File: config.mk
export PLATFORM = sky130hd
export DESIGN_NAME = sync_fifo_ram
export DESIGN_NICKNAME = d
export VERILOG_FILES = /design/src/rtl/fifo_pkg.sv /design/src/rtl/sdp_ram.sv /design/src/rtl/sync_fifo_ram.sv
export SDC_FILE = /design/constraint.sdc
export NUM_CORES = 1
export LEC_CHECK = 0
export ABC_AREA = 1
export CAP_MARGIN = 5
export CORE_ASPECT_RATIO = 0.6
export CORE_MARGIN = 2
export CORE_UTILIZATION = 45
export CTS_CLUSTER_SIZE = 24
export DETAILED_ROUTE_END_ITERATION = 8
export PLACE_DENSITY_LB_ADDON = 0.1
export SETUP_SLACK_MARGIN = 0.1
export SYNTH_ARGS = -nofsm -noshare
export SYNTH_HDL_FRONTEND = slang
export SYNTH_HIERARCHICAL = 1
export SYNTH_SLANG_ARGS = --single-unit
File: constraint.sdc
create_clock -name clk -period 3.3 [get_ports clk]
set_input_delay 0.495 -clock clk [delete_from_list [all_inputs] [get_ports clk]]
set_output_delay 0.495 -clock clk [all_outputs]
set_load 0.01 [all_outputs]
File: src/rtl/fifo_pkg.sv
// -----------------------------------------------------------------------------
// fifo_pkg
// Shared definitions for the sync_fifo_ram block and its storage sub-module.
//   RAM_DISTRIBUTED / RAM_BLOCK : legal values of the RAM_STYLE parameter
//   count_width()               : width of an occupancy counter for a given
//                                 address width (must hold 0..depth inclusive)
//   thresholds_legal()          : parameter sanity check for the almost-full /
//                                 almost-empty thresholds (0..depth)
// -----------------------------------------------------------------------------
package fifo_pkg;

  localparam string RAM_DISTRIBUTED = "distributed";
  localparam string RAM_BLOCK       = "block";

  // One extra bit so the counter can represent a completely full FIFO.
  function automatic int count_width(input int addr_width);
    return addr_width + 1;
  endfunction

  function automatic bit thresholds_legal(input int addr_width,
                                          input int afull_thresh,
                                          input int aempty_thresh);
    int depth;
    depth = 1 << addr_width;
    return (afull_thresh >= 0) && (afull_thresh <= depth) &&
           (aempty_thresh >= 0) && (aempty_thresh <= depth);
  endfunction

endpackage

File: src/rtl/sdp_ram.sv
// -----------------------------------------------------------------------------
// sdp_ram
// Single-clock simple dual-port RAM: one write port, one read port with a
// registered output and a read enable. Contents are not reset; only the read
// data register is (so the FIFO output has a defined value after reset).
// A read and a write to the same address in the same cycle return the OLD
// word (read-first), which the FIFO relies on when it is full and both
// pushes and pops in one cycle.
// Ports:
//   clk, rst_n          clock, asynchronous active-low reset
//   we_i/waddr_i/wdata_i write port
//   re_i/raddr_i        read request and address
//   rdata_o             registered read data, holds when re_i is low
// -----------------------------------------------------------------------------
module sdp_ram
  import fifo_pkg::*;
#(
  parameter string RAM_STYLE  = RAM_DISTRIBUTED,
  parameter int    DATA_WIDTH = 8,
  parameter int    ADDR_WIDTH = 4
) (
  input  logic                  clk,
  input  logic                  rst_n,
  input  logic                  we_i,
  input  logic [ADDR_WIDTH-1:0] waddr_i,
  input  logic [DATA_WIDTH-1:0] wdata_i,
  input  logic                  re_i,
  input  logic [ADDR_WIDTH-1:0] raddr_i,
  output logic [DATA_WIDTH-1:0] rdata_o
);

  localparam int DEPTH = 1 << ADDR_WIDTH;

  logic [DATA_WIDTH-1:0] rd_word;
  logic [DATA_WIDTH-1:0] rdata_q;

  // The storage array carries a literal ram_style attribute so that every
  // synthesis tool sees a constant string.
  if (RAM_STYLE == RAM_BLOCK) begin : g_block
    (* ram_style = "block" *) logic [DATA_WIDTH-1:0] mem [0:DEPTH-1];

    always_ff @(posedge clk) begin
      if (we_i) mem[waddr_i] <= wdata_i;
    end

    assign rd_word = mem[raddr_i];
  end else begin : g_dist
    (* ram_style = "distributed" *) logic [DATA_WIDTH-1:0] mem [0:DEPTH-1];

    always_ff @(posedge clk) begin
      if (we_i) mem[waddr_i] <= wdata_i;
    end

    assign rd_word = mem[raddr_i];
  end

  always_ff @(posedge clk or negedge rst_n) begin
    if (!rst_n) begin
      rdata_q <= '0;
    end else if (re_i) begin
      rdata_q <= rd_word;
    end
  end

  assign rdata_o = rdata_q;

endmodule

File: src/rtl/sync_fifo_ram.sv
// -----------------------------------------------------------------------------
// sync_fifo_ram
// Single-clock FIFO on an inferred simple dual-port RAM, with standard or
// first-word-fall-through read timing, occupancy count, programmable
// almost-full / almost-empty flags and sticky overflow / underflow flags.
// Ports:
//   clk, rst_n        clock, asynchronous active-low reset
//   wr_en, din        push request and data
//   full, almost_full occupancy == depth, occupancy >= AFULL_THRESH
//   rd_en, dout       pop request and data
//   empty             no word available to read
//   almost_empty      occupancy <= AEMPTY_THRESH
//   count             occupancy (accepted, not yet popped)
//   overflow          sticky: wr_en while full and not popping
//   underflow         sticky: rd_en while empty
//   clr_err           synchronous clear of overflow / underflow
//
// Handshake: a push is taken on a rising edge where wr_en=1 and either
// full=0 or a pop is taken on that same edge; a pop is taken where rd_en=1
// and empty=0. Requests that are not taken have no effect apart from the
// sticky error flags.
// -----------------------------------------------------------------------------
module sync_fifo_ram
  import fifo_pkg::*;
#(
  parameter string RAM_STYLE     = RAM_DISTRIBUTED,
  parameter int    DATA_WIDTH    = 8,
  parameter int    ADDR_WIDTH    = 4,
  parameter int    FWFT          = 0,
  parameter int    AFULL_THRESH  = (1 << ADDR_WIDTH) - 2,
  parameter int    AEMPTY_THRESH = 2
) (
  input  logic                  clk,
  input  logic                  rst_n,
  input  logic                  wr_en,
  input  logic [DATA_WIDTH-1:0] din,
  output logic                  full,
  output logic                  almost_full,
  input  logic                  rd_en,
  output logic [DATA_WIDTH-1:0] dout,
  output logic                  empty,
  output logic                  almost_empty,
  output logic [ADDR_WIDTH:0]   count,
  output logic                  overflow,
  output logic                  underflow,
  input  logic                  clr_err
);

  localparam int              DEPTH    = 1 << ADDR_WIDTH;
  localparam int              CW       = count_width(ADDR_WIDTH);
  localparam logic [CW-1:0]   DEPTH_C  = CW'(DEPTH);
  localparam logic [CW-1:0]   AFULL_C  = CW'(AFULL_THRESH);
  localparam logic [CW-1:0]   AEMPTY_C = CW'(AEMPTY_THRESH);

  if (!thresholds_legal(ADDR_WIDTH, AFULL_THRESH, AEMPTY_THRESH)) begin : g_bad_thresh
    $error("sync_fifo_ram: AFULL_THRESH/AEMPTY_THRESH must lie within 0..depth");
  end

  // State
  logic [ADDR_WIDTH-1:0] wr_ptr_q, wr_ptr_d;
  logic [ADDR_WIDTH-1:0] rd_ptr_q, rd_ptr_d;
  logic [CW-1:0]         count_q, count_d;
  logic                  dout_valid_q, dout_valid_d;
  logic                  empty_q, empty_d;
  logic                  full_q, full_d;
  logic                  aempty_q, aempty_d;
  logic                  afull_q, afull_d;
  logic                  ovf_q, ovf_d;
  logic                  unf_q, unf_d;

  // Datapath control
  logic                  rd_acc;
  logic                  wr_acc;
  logic                  ram_re;
  logic [CW-1:0]         ram_words;

  always_comb begin
    rd_acc = rd_en && !empty_q;
    wr_acc = wr_en && (!full_q || rd_acc);

    // In FWFT mode the output register holds the head word and is part of
    // count; ram_words is what is still sitting in the RAM behind it.
    ram_words = count_q - CW'(dout_valid_q);

    if (FWFT != 0) begin
      // Refill the output register whenever it is free or being popped and
      // the RAM has a word; this gives back-to-back pops with no bubble.
      ram_re       = (ram_words != '0) && (!dout_valid_q || rd_acc);
      dout_valid_d = ram_re || (dout_valid_q && !rd_acc);
    end else begin
      ram_re       = rd_acc;
      dout_valid_d = 1'b0;
    end

    count_d = count_q;
    if (wr_acc && !rd_acc) begin
      count_d = count_q + CW'(1);
    end else if (!wr_acc && rd_acc) begin
      count_d = count_q - CW'(1);
    end

    wr_ptr_d = wr_acc ? wr_ptr_q + ADDR_WIDTH'(1) : wr_ptr_q;
    rd_ptr_d = ram_re ? rd_ptr_q + ADDR_WIDTH'(1) : rd_ptr_q;

    // Flags are computed from next-state values so the registered flags
    // line up with the registered count every cycle.
    empty_d  = (FWFT != 0) ? !dout_valid_d : (count_d == '0);
    full_d   = (count_d == DEPTH_C);
    afull_d  = (count_d >= AFULL_C);
    aempty_d = (count_d <= AEMPTY_C);

    // A new error in the clearing cycle wins over clr_err.
    ovf_d = (ovf_q && !clr_err) || (wr_en && full_q && !rd_en);
    unf_d = (unf_q && !clr_err) || (rd_en && empty_q);
  end

  always_ff @(posedge clk or negedge rst_n) begin
    if (!rst_n) begin
      wr_ptr_q     <= '0;
      rd_ptr_q     <= '0;
      count_q      <= '0;
      dout_valid_q <= 1'b0;
      empty_q      <= 1'b1;
      full_q       <= 1'b0;
      aempty_q     <= 1'b1;
      afull_q      <= 1'b0;
      ovf_q        <= 1'b0;
      unf_q        <= 1'b0;
    end else begin
      wr_ptr_q     <= wr_ptr_d;
      rd_ptr_q     <= rd_ptr_d;
      count_q      <= count_d;
      dout_valid_q <= dout_valid_d;
      empty_q      <= empty_d;
      full_q       <= full_d;
      aempty_q     <= aempty_d;
      afull_q      <= afull_d;
      ovf_q        <= ovf_d;
      unf_q        <= unf_d;
    end
  end

  // The RAM's registered read port doubles as the dout register in both
  // modes: standard mode loads it on a pop, FWFT mode on a prefetch.
  sdp_ram #(
    .RAM_STYLE  (RAM_STYLE),
    .DATA_WIDTH (DATA_WIDTH),
    .ADDR_WIDTH (ADDR_WIDTH)
  ) u_ram (
    .clk     (clk),
    .rst_n   (rst_n),
    .we_i    (wr_acc),
    .waddr_i (wr_ptr_q),
    .wdata_i (din),
    .re_i    (ram_re),
    .raddr_i (rd_ptr_q),
    .rdata_o (dout)
  );

  assign full         = full_q;
  assign almost_full  = afull_q;
  assign empty        = empty_q;
  assign almost_empty = aempty_q;
  assign count        = count_q;
  assign overflow     = ovf_q;
  assign underflow    = unf_q;

endmodule
==> impl_results.md <==
- TritonCTS clock tree: yes
- Share of cells above drive strength 1: 8.062%
- Fin cells: 843
- Synthesized instance count: 602
- Post-route setup TNS: 0 ps
- # IOs: 32
- Worst vdd ir: 0.0003894 V
- Slew Limit Fails: 0
- R2R depth: 5
- Endpoints failing hold: 0
- Largest net degree at the start of global routing: 68
- Worst-path clk slew: 60 ps
- Layout area overhead: 13.92%
- CTS sink cnt: 155
- Ant. Diodes: 0
- Vias per cell: 5.345
- Slew margin rel.: 40.56%
- Switching power: 2.615 mW
- Comb power frac: 34.1%
- Synth Area per Inst: 11.07 sq um
- Insertion delay of the later-clocked pin in the worst-skew pair: 420 ps
- RSZ-0062 raised after global routing: false
- DRC: 0
- Lkg Pwr: 2.981 nW
- Run status: finished clean
- Synthesized flop and latch total: 155
- Initial antenna violation count: 0
- WL final: 16660 microns
- First-pass GRT wire length: 25120 microns
- Port Buffers: 31
- Routed Antenna Nets: 0
- Design Area, Final: 0.007590 sq mm
- Yosys warns: 6
- Vias in the first global route: 4251
- Placed Area: 0.007002 sq mm
- Row cnt: 34
- HP Class: in2async
- Startpoint types: input pin
- Netlist cell types: 26
- Final HPWL from detailed placement: 11070 microns
- DR pass1 iterations: 5
- Worst-Margin Slew: 888.8 ps
- CP max FO: 8
- Max Root-Sink Buffers: 2
- Die W: 161.1 microns
- Initial Utilization: 46.06%
- Num CTS Buffers: 17
- Clock share of power: 27.2%
- Final #Nets: 649
- # Post-CTS Setup Buffers: 0
- Cell area after synthesis: 0.006663 sq mm
- Pint: 4.340 mW
- Crit path from: rd_en
- Die Ht: 98.25 microns
- R2r endpoint: u_ram/g_dist.mem[9][0]
- Total die area: 0.01583 sq mm
- Fin crit period: 2408 ps
- Iter 0 DRT Violations: 456
- Wire length per cell: 19.77 microns
- Req. time, crit path: 3340 ps
- Clk root buf: clkbuf_16
- RR Startpoint: empty
- Vias: 4506
- Global route total overflow: 0
- PwrDens: 916.4 mW/mm^2
- Critical Path Max Stage Delay: 650 ps
- Fin crit share: 72.98%
- Dpl cells: 811
- Gr usage total: 22.09%
- Total of max-cap violations: 0
- Seq/Total Area, Yosys: 67.87%
- Switching Fraction: 37.60%
- Final setup vio count: 0
- CP Capture Type: flip-flop
- Htree depth: 4
- CP Class: in2reg
- GPL Wtd Cong: 0.8627
- FF-to-FF setup slack: 1120 ps
- Sequential share of power: 38.6%
- Arr. time, crit path: 2450 ps
- Core region area: 0.01446 sq mm
- Clock Skew: 10.79 ps
- Hold buffers post-CTS: 0
- Post-synth net total: 619
- Max frequency: 415.2 MHz
- CP Cell Sequence: clkdlybuf4s50_1 > nand2_4 > a21oi_4 > nand3_1 > nor2_1
- Post-cts resize count: 0
- Slowest-stage cell, CP: clkdlybuf4s50_1
-- cells by family after synthesis --
family	Yosys count	share of synthesized area [%]
muxes	1	0.1690
adders and majority gates	4	0.7512
xor gates and xnor gates	7	0.9202
AOI/OAI and AO/OA	5	0.6010
DFF	155	67.87
buffers and inverters	52	5.446
and+or+nand+nor	378	24.24
-- area by class of cell --
type                            instances  area (sq um)
Multi-Input combinational cell        395          1778
Clock buffer                           24         535.5
Timing Repair Buffer                   37         355.3
Inverter                               26         97.59
Sequential cell                       155          4523
Tap cell                              198         247.7
Fill cell                            1277          6874
Clock inverter                          8         52.55
-- worst max-delay path: cells and delay by family --
family                 cells  cell delay (ps)
AOI/OAI and AO/OA          1              310
buffers and inverters      1              650
and+or+nand+nor            3             1000
-- power groups by stage --
stage / sequential (mW) / clock, mW / combinational [mW]
6_report: 2.69 / 1.90 / 2.37
4_1_cts: 2.69 / 1.91 / 2.33
3_3_place_gp: 2.71 / 0 / 2.30
5_1_grt: 2.73 / 2.01 / 2.62
2_1_floorplan: 2.67 / 0 / 1.70
3_5_place_dp: 2.72 / 0 / 2.32
-- sequential cells by signal (all words and copies together), names as in the netlist --
name              cells
almost_empty          1
almost_full           1
count                 5
empty                 1
full                  1
overflow              1
rd_ptr_q              4
u_ram/g_dist.mem    128
u_ram/rdata_o         8
underflow             1
wr_ptr_q              4
-- cell usage after synthesis (all sizes together) --
| library cell | n | area (sq um) |
|---|---|---|
| a21oi | 1 | 16.27 |
| inv | 26 | 97.59 |
| nand3 | 109 | 570.5 |
| o21ai | 3 | 15.01 |
| buf | 19 | 168.9 |
| dfrtp | 25 | 625.6 |
| ha | 4 | 50.05 |
| edfxtp | 128 | 3844 |
| mux2 | 1 | 11.26 |
| xnor2 | 4 | 35.03 |
| dfstp | 2 | 52.55 |
| xor2 | 3 | 26.28 |
| nand4 | 4 | 25.02 |
| nor3 | 2 | 10.01 |
| o32ai | 1 | 8.760 |
| nor2 | 28 | 112.6 |
| clkbuf | 7 | 96.34 |
| nand2 | 235 | 897.1 |
-- cell usage in the layout (no fill, tap or decap), drive strengths merged --
cell type,Yosys,layout
a21oi,1,1
buf,19,6
clkbuf,7,24
clkdlybuf4s50,0,31
clkinv,0,7
dfrtp,25,25
dfstp,2,2
edfxtp,128,128
ha,4,4
inv,26,27
mux2,1,1
nand2,235,235
nand3,109,109
nand4,4,4
nor2,28,28
nor3,2,2
o21ai,3,3
o32ai,1,1
xnor2,4,4
xor2,3,3
-- layer usage --
metal / track usage, % / wire (microns) / vias up
met1: 35.07 / 8255 / 2210
met5: 0 / 0 / -
met3: 5.947 / 1402 / 18
met4: 5.907 / 164 / 0
li1: - / - / 2104
met2: 29.61 / 6841 / 174
-- per-stage QoR --
| step | utilization, % | worst slack [ps] | total power [mW] | hold slack (ps) |
|---|---|---|---|---|
| floorplan | - | 1520 | 4.375 | 199.4 |
| global placement | 48.41 | 598.0 | 5.010 | 467.3 |
| detailed placement | 48.41 | 513.9 | 5.043 | 472.8 |
| CTS | 52.47 | 938.7 | 6.933 | 468.8 |
| global route | 52.47 | 790.5 | 7.354 | 492.6 |
| finish | 52.47 | 891.5 | 6.955 | 462.3 |
-- worst max-delay path by stage --
stage / slack, ps / to / cells past startpoint
global placement: 600 / u_ram/g_dist.mem[14][1] / 5
finish: 890 / u_ram/g_dist.mem[9][0] / 5
CTS: 940 / u_ram/g_dist.mem[9][0] / 5
global route: 790 / u_ram/g_dist.mem[12][6] / 5
detailed placement: 510 / u_ram/g_dist.mem[9][0] / 5
floorplan: 1520 / u_ram/g_dist.mem[12][0] / 5
Power figures use the tool's default switching activity.
